**src/rtl/pia_input_scanner.sv**
```systemverilog
// Purpose: scans a 16-bit 74HC165-style controller shift register, debounces it, and drives the PIA buttons/sw inputs plus a presence flag.
// Latency: a frame spans 2*CLK_HALF + CLK_HALF + 15*2*CLK_HALF + 1 cycles from latch rise; outputs update on the edge after frame_o.
// Backpressure: none; scan_en_i only gates new frames, and a frame already in flight always runs to completion.
module pia_input_scanner #(
    parameter int CLK_HALF    = 4,
    parameter int SCAN_PERIOD = 16384,
    parameter int DEB_SCANS   = 3
) (
    input  logic       clk_i,
    input  logic       rst_ni,
    input  logic       scan_en_i,
    input  logic       pad_dat_i,
    output logic       pad_latch_o,
    output logic       pad_clk_o,
    output logic [6:0] buttons,
    output logic [3:0] sw,
    output logic       present_o,
    output logic       frame_o
);

    localparam int PW  = $clog2(SCAN_PERIOD);
    localparam int PHW = $clog2(2 * CLK_HALF);
    localparam logic [PW-1:0]  PER_LAST   = PW'(SCAN_PERIOD - 1);
    localparam logic [PHW-1:0] LATCH_LAST = PHW'(2 * CLK_HALF - 1);
    localparam logic [PHW-1:0] HALF_LAST  = PHW'(CLK_HALF - 1);
    localparam logic [3:0]     DEB_LAST   = 4'(DEB_SCANS - 1);
    // Marker bits 15..11, sample order 11 first: 1,0,1,0,0.
    localparam logic [4:0]     MARKER     = 5'b00101;
    localparam logic [10:0]    DATA_RST   = {4'h0, 7'h7F};

    typedef enum logic [2:0] {
        IDLE, LATCH, SETTLE, SHIFT_HI, SHIFT_LO, EVAL
    } state_t;

    logic [1:0]        rst_sync_q;
    logic              rst_n_int;
    logic [1:0]        dat_sync_q;
    logic [PW-1:0]     per_q, per_d;
    logic              tick;
    state_t            state_q, state_d;
    logic [PHW-1:0]    ph_q, ph_d;
    logic [3:0]        bit_q, bit_d;
    logic [15:0]       frame_q, frame_d;
    logic [10:0]       data_q, data_d;
    logic [10:0][3:0]  cnt_q, cnt_d;
    logic              present_q, present_d;

    // Reset asserts asynchronously but releases in step with clk_i.
    always_ff @(posedge clk_i or negedge rst_ni) begin
        if (!rst_ni) rst_sync_q <= 2'b00;
        else         rst_sync_q <= {rst_sync_q[0], 1'b1};
    end
    assign rst_n_int = rst_sync_q[1];

    // Two-flop synchronizer for the asynchronous serial pad.
    always_ff @(posedge clk_i or negedge rst_n_int) begin
        if (!rst_n_int) dat_sync_q <= 2'b00;
        else            dat_sync_q <= {dat_sync_q[0], pad_dat_i};
    end

    assign tick  = (per_q == PER_LAST);
    assign per_d = tick ? '0 : per_q + 1'b1;

    // Frame sequencer next state: phase timing, bit index and sample capture.
    always_comb begin
        state_d = state_q;
        ph_d    = ph_q;
        bit_d   = bit_q;
        frame_d = frame_q;
        case (state_q)
            IDLE: begin
                ph_d = '0;
                if (tick && scan_en_i) begin
                    state_d = LATCH;
                    bit_d   = '0;
                end
            end
            LATCH: begin
                if (ph_q == LATCH_LAST) begin
                    ph_d    = '0;
                    state_d = SETTLE;
                end else begin
                    ph_d = ph_q + 1'b1;
                end
            end
            SETTLE: begin
                if (ph_q == HALF_LAST) begin
                    ph_d       = '0;
                    frame_d[0] = dat_sync_q[1];
                    bit_d      = '0;
                    state_d    = SHIFT_HI;
                end else begin
                    ph_d = ph_q + 1'b1;
                end
            end
            SHIFT_HI: begin
                if (ph_q == HALF_LAST) begin
                    ph_d    = '0;
                    state_d = SHIFT_LO;
                end else begin
                    ph_d = ph_q + 1'b1;
                end
            end
            SHIFT_LO: begin
                if (ph_q == HALF_LAST) begin
                    ph_d                    = '0;
                    frame_d[bit_q + 4'd1]   = dat_sync_q[1];
                    bit_d                   = bit_q + 4'd1;
                    state_d                 = (bit_q == 4'd14) ? EVAL : SHIFT_HI;
                end else begin
                    ph_d = ph_q + 1'b1;
                end
            end
            EVAL:    state_d = IDLE;
            default: state_d = IDLE;
        endcase
    end

    // Frame evaluation: marker check, per-bit debounce, release-all on a bad frame.
    always_comb begin
        data_d    = data_q;
        cnt_d     = cnt_q;
        present_d = present_q;
        if (state_q == EVAL) begin
            if (frame_q[15:11] == MARKER) begin
                present_d = 1'b1;
                for (int i = 0; i < 11; i++) begin
                    if (frame_q[i] == data_q[i]) begin
                        cnt_d[i] = 4'd0;
                    end else if (cnt_q[i] == DEB_LAST) begin
                        data_d[i] = frame_q[i];
                        cnt_d[i]  = 4'd0;
                    end else begin
                        cnt_d[i] = cnt_q[i] + 4'd1;
                    end
                end
            end else begin
                present_d   = 1'b0;
                data_d[6:0] = 7'h7F;
                for (int i = 0; i < 7; i++) begin
                    cnt_d[i] = 4'd0;
                end
            end
        end
    end

    // State registers; reset aborts any frame in flight without touching outputs beyond their reset values.
    always_ff @(posedge clk_i or negedge rst_n_int) begin
        if (!rst_n_int) begin
            per_q     <= '0;
            state_q   <= IDLE;
            ph_q      <= '0;
            bit_q     <= '0;
            frame_q   <= '0;
            data_q    <= DATA_RST;
            cnt_q     <= '0;
            present_q <= 1'b0;
        end else begin
            per_q     <= per_d;
            state_q   <= state_d;
            ph_q      <= ph_d;
            bit_q     <= bit_d;
            frame_q   <= frame_d;
            data_q    <= data_d;
            cnt_q     <= cnt_d;
            present_q <= present_d;
        end
    end

    assign pad_latch_o = (state_q == LATCH);
    assign pad_clk_o   = (state_q == SHIFT_HI);
    assign frame_o     = (state_q == EVAL);
    assign buttons     = data_q[6:0];
    assign sw          = data_q[10:7];
    assign present_o   = present_q;

endmodule

```
**config.mk**
```make
export PLATFORM = sky130hd
export DESIGN_NAME = pia_input_scanner
export DESIGN_NICKNAME = d
export VERILOG_FILES = /design/src/rtl/pia_input_scanner.sv
export SDC_FILE = /design/constraint.sdc
export NUM_CORES = 1
export LEC_CHECK = 0
export CAP_MARGIN = 30
export CORE_ASPECT_RATIO = 1.5
export CORE_MARGIN = 5
export CORE_UTILIZATION = 53
export DETAILED_ROUTE_END_ITERATION = 7
export GPL_TIMING_DRIVEN = 0
export PLACE_DENSITY_LB_ADDON = 0.15
export SETUP_SLACK_MARGIN = 0.02
export SYNTH_ARGS = -nofsm -noshare
export SYNTH_HDL_FRONTEND = slang
export SYNTH_SLANG_ARGS = --single-unit
```
**constraint.sdc**
```tcl
create_clock -name clk_i -period 3.6 [get_ports clk_i]
set_input_delay 0.72 -clock clk_i [delete_from_list [all_inputs] [get_ports clk_i]]
set_output_delay 0.72 -clock clk_i [all_outputs]
set_load 0.05 [all_outputs]
```
# ---- Yosys cells after proc, flatten, opt, wreduce, memory -nomap -nowiden
# Index checks and enable logic that the tools add are counted.
dict set report word_totals {
  reg_bits 100
  input_bits 4
  word_cells 185
}
dict set report classes {
  add_sub_neg 14
  order_cmp 2
  n_eq_ne 51
  n_mux 60
  n_bitwise 4
  n_reduce_logical 23
}
# op count
set op_table {}
lappend op_table {{4-bit 2-to-1 mux} 25}
lappend op_table {{4-bit by 1-bit adder with 4-bit output, second input constant} 12}
lappend op_table {{4-bit by 2-bit equality test with 1-bit output, second input constant} 11}
lappend op_table {{28-bit 2-to-1 mux} 1}
lappend op_table {{3-bit 2-to-1 mux} 8}
lappend op_table {{3-bit AND reduction} 8}
lappend op_table {{2-bit != test, second input constant} 10}
lappend op_table {{4-bit AND reduction} 5}
lappend op_table {{1-bit 2-to-1 mux} 18}
lappend op_table {{2-bit by 1-bit != test with 1-bit output, second input constant} 9}
lappend op_table {{16-bit bitwise mux} 1}
lappend op_table {{3-bit one-hot mux with 5 select lines} 1}
lappend op_table {{14-bit by 1-bit adder with 14-bit output, second input constant} 1}
lappend op_table {{14-bit equality test, second input constant} 1}
lappend op_table {{14-bit 2-to-1 mux} 1}
lappend op_table {{4-bit one-hot mux with 3 select lines} 1}
lappend op_table {{1-bit equality test} 11}
lappend op_table {{3-bit by 2-bit equality test with 1-bit output, second input constant} 3}
lappend op_table {{3-bit equality test, second input constant} 3}
lappend op_table {{3-bit one-hot mux with 3 select lines} 1}
lappend op_table {{7-bit 2-to-1 mux} 1}
lappend op_table {{3-bit nonzero test} 2}
lappend op_table {{5-bit by 3-bit equality test with 1-bit output, second input constant} 1}
lappend op_table {{4-bit by 5-bit less-than comparator with 1-bit output, second input constant} 1}
lappend op_table {{other kinds (13)} 18}

# ---- Depth between registers and ports, before layout
dict set report logic_depth {
  ltp_word 8
  mapped_depth 7
  mapped_depth_nobuf 7
}

# ---- Worst setup path before layout
# No wires, ideal clock.
dict set report synth_path {
  path_kind {reg-to-output}
  from {reg state_q[1]}
  to {out pad_clk_o}
  arrival_ns 1.498
  path_slack_ns 1.382
  path_stages_with_launch 4
  n_path_buf 1
  path_cell_list {dfrtp_1 -> clkbuf_1 -> inv_1 -> nor2_1}
}
dict set report synth_via {
  elab_chain_len 1
}
# item line
set synth_lines {}
lappend synth_lines {{start, declared} 40} ;# state_t state_q, state_d;
lappend synth_lines {{start signal, assigned} 160} ;# state_q <= state_d;
lappend synth_lines {{3-bit by 2-bit equality test with 1-bit output} 171} ;# assign pad_clk_o = (state_q == SHIFT_HI);
lappend synth_lines {{end, declared} 14} ;# output logic pad_clk_o,
# No other way between the ends.

# ---- Worst setup path after layout
# Ends and elaborated chain as after synthesis.

==> reports/results.ini <==
[worst_setup_path]
cp_cell_sequence = clkbuf_1, inv_1, nor2_1, clkdlybuf4s50_1
start_kind = register
crit_fanout = 10
required_ns = 2.88
end_kind = output port
critPathSlowestCell = clkdlybuf4s50_1
r2r_setup_slack_ns = 1.35
cp.arrival_ns = 2.33
path_class = reg2out
critPathMaxStageDelay_ns = 0.83

[clock_network]
tritoncts = yes
cts_root_buffer = clkbuf_16
cts_hold_buf = 0
cts_num_sinks = 100
cts.clk_slew.worst_paths_ns = 0.07
post-cts-setup-buffer-count = 0
cts_buffers = 9
clk_path_buf_depth = 2
clock_latency_ns = 0.35
cts_resized = 0
htree_levels = 3

[synthesis]
synth_seq_cells = 100
netlist_area_um2 = 5369
syn_inst = 535
synthFlopType = dfrtp_1
synth_top_area_share_pct = 43.35
seq_area_frac_synth_pct = 46.77
synth_cell_type_count = 59
synthTopCellsByCount = 93 x dfrtp_1, 50 x nand2_1, 36 x nor2_1
avgSynthCellArea_um2 = 10.04
synthesis.nets = 572
synthTopCellsByArea = dfrtp_1 43%, ha_1 7.7%, mux2_2 4.0%
ys_warn_count = 0
synth-async-reset-ratio_pct = 100.0
synth_most_common_cell = dfrtp_1
synth_edf_count = 0
synth_area_leader_cell = dfrtp_1

[routing]
finalWirelength_mm = 11.05
first_pass_iters = 6
drc_errors = 0
routed-via-count = 4036
viasPerCell = 5.875
drtIter0Drc = 145
wl_per_cell_um = 16.08
postRouteAntennaNets = 0

[timing]
setup_violations = 0
fin_crit_sh_pct = 84.83
worst_pin_slew_ns = 0.6937
fin_skew_ns = 0.007378
fin_ws_ns = 0.5460
min_period_ns = 3.054
fmax_mhz = 327.4
rsz0062_at_grt = no
slew_viol_final = 0
hold_viol = 0
timing.hold.ws_ns = 0.3527
slew-limit-headroom_pct = 53.75

[power]
clkPwrFrac_pct = 45.2
p_total_mw = 2.145
p_per_area_nw_per_um2 = 356.3
p_sw_share_pct = 21.79
p_leak_nw = 2.613
p_sw_mw = 0.4673
power.internal_mw = 1.677
ir_worst_vdd_uv = 212.7
power.share.sequential_pct = 53.4
combPwrFrac_pct = 1.4

[cells_and_area]
finish.utilization_pct = 60.05
area_growth_pct = 12.10
fillCellCount = 837
antenna_cells = 0
drive_above_1_share_pct = 11.75
layout.nets = 602

[global_route]
grt_pass1_wl_mm = 19.26
grt_pass1_vias = 4090
grt_antenna_before_repair = 0
grt_max_degree = 52
grt_overflow = 0
gr-usage-all-layers_pct = 19.23

[flow_run]
max-cap-violations = 0

[floorplanning]
die_h_um = 133.3
dieArea_um2 = 12280
coreArea_um2 = 10020
pin_count = 19
initial_core_util_pct = 53.57
die_w_um = 92.18
rows = 45

[place]
io_buffer_count = 18
hpwlAfterDp_mm = 7.900
place_congestion = 0.7811
dpl_worst_slack_ns = 0.9382

[outcome]
status = completed

[hold_path]
hold_class = reg2reg

## power by group through the flow
stage          clock [mW]  sequential, mW  combinational, mW
2_1_floorplan           0            1.17             0.0103
3_5_place_dp            0            1.17             0.0305
3_3_place_gp            0            1.18             0.0156
5_1_grt              1.04            1.15             0.0337
6_report            0.969            1.15             0.0298
4_1_cts             0.986            1.15             0.0306
## registers in the layout (all words and copies together) (netlist names), 3 cells and up
register  flops
frame_q      16
state_q       3
cnt_q        44
data_q       11
ph_q          3
per_q        14
bit_q         4
## cell families (layout without fill, tap and decap cells)
group / Yosys count / in the layout / share of synthesized area, %
AND/OR/NAND/NOR: 178 / 178 / 17.34
AO/OA/AOI/OAI: 122 / 122 / 14.99
flip-flops: 100 / 100 / 46.77
buffers and inverters: 53 / 88 / 4.218
adder cells (fa/ha/maj): 34 / 34 / 7.877
multiplexers: 26 / 26 / 5.314
XOR/XNOR: 21 / 21 / 3.426
other: 1 / 1 / 0.06985
## through the flow
| stage | area [um2] | instances | TNS, ns |
|---|---|---|---|
| finish | 6018 | 687 | 0 |
| floorplan | 5369 | 535 | 0 |
| global placement | 5695 | 670 | -48.57 |
| CTS | 6018 | 687 | 0 |
| global route | 6018 | 687 | 0 |
| detailed placement | 5727 | 671 | 0 |
## layer usage
layer | vias to the layer above | GRT usage (%) | part of all wire [%]
li1 | 1968 | - | -
met5 | - | 0 | 0
met4 | 0 | 7.107 | 1.5
met3 | 15 | 3.107 | 2.6
met2 | 57 | 33.62 | 53
met1 | 1996 | 23.80 | 43
## cells in the final DEF, fill, tap and decap left out, drive strengths merged, types with 4 or more instances in the layout
cell type,Yosys,layout
mux2,20,20
nor2,36,36
o31ai,5,5
and4,4,4
buf,8,9
clkbuf,17,26
xor2,7,7
a21o,4,4
clkinv,0,4
a31oi,9,9
nor3b,8,8
nand4,6,6
nand2b,9,9
dfstp,7,7
nand3,35,35
o41ai,4,4
ha,33,33
o21ai,39,39
clkdlybuf4s50,0,18
mux2i,6,6
o211ai,5,5
nor3,8,8
dfrtp,93,93
inv,28,29
nand2,50,50
a21oi,30,30
o32a,7,7
or2,4,4
xnor2,14,14
## path summary, 6_finish.rpt
kind	from	to	depth (start not counted)
worst max-delay path	state_q[1]$_DFFE_PN0P_	pad_clk_o	4
worst min-delay path	rst_sync_q[0]$_DFF_PN0_	rst_sync_q[1]$_DFF_PN0_	0
worst max register to register	ph_q[0]$_DFFE_PN0P_	frame_q[10]$_DFFE_PN0P_	7
worst min register to register	rst_sync_q[0]$_DFF_PN0_	rst_sync_q[1]$_DFF_PN0_	0
max in group asynchronous	rst_sync_q[1]$_DFF_PN0_	data_q[1]$_DFFE_PN1P_	1
min in group asynchronous	rst_sync_q[1]$_DFF_PN0_	cnt_q[34]$_DFFE_PN0P_	0
## cell type report
class                   count  area [um2]  area share (%)
multi-input cells         382        2631           43.72
plain buffers              25       121.4           2.017
repair buffers             19       207.7           3.451
clock buffers               9       225.2           3.742
inverters                  28       105.1           1.746
flip-flops and latches    100        2515           41.79
clock inverters             7       66.31           1.102
well taps                 117       146.4           2.432
## critical path, delay by kind of cell (launching register included)
kind                   cells  cell delay [ns]
and+or+nand+nor            1             0.19
buffers and inverters      3             1.36
DFF                        1             0.43
Power figures use the tool's default switching activity.
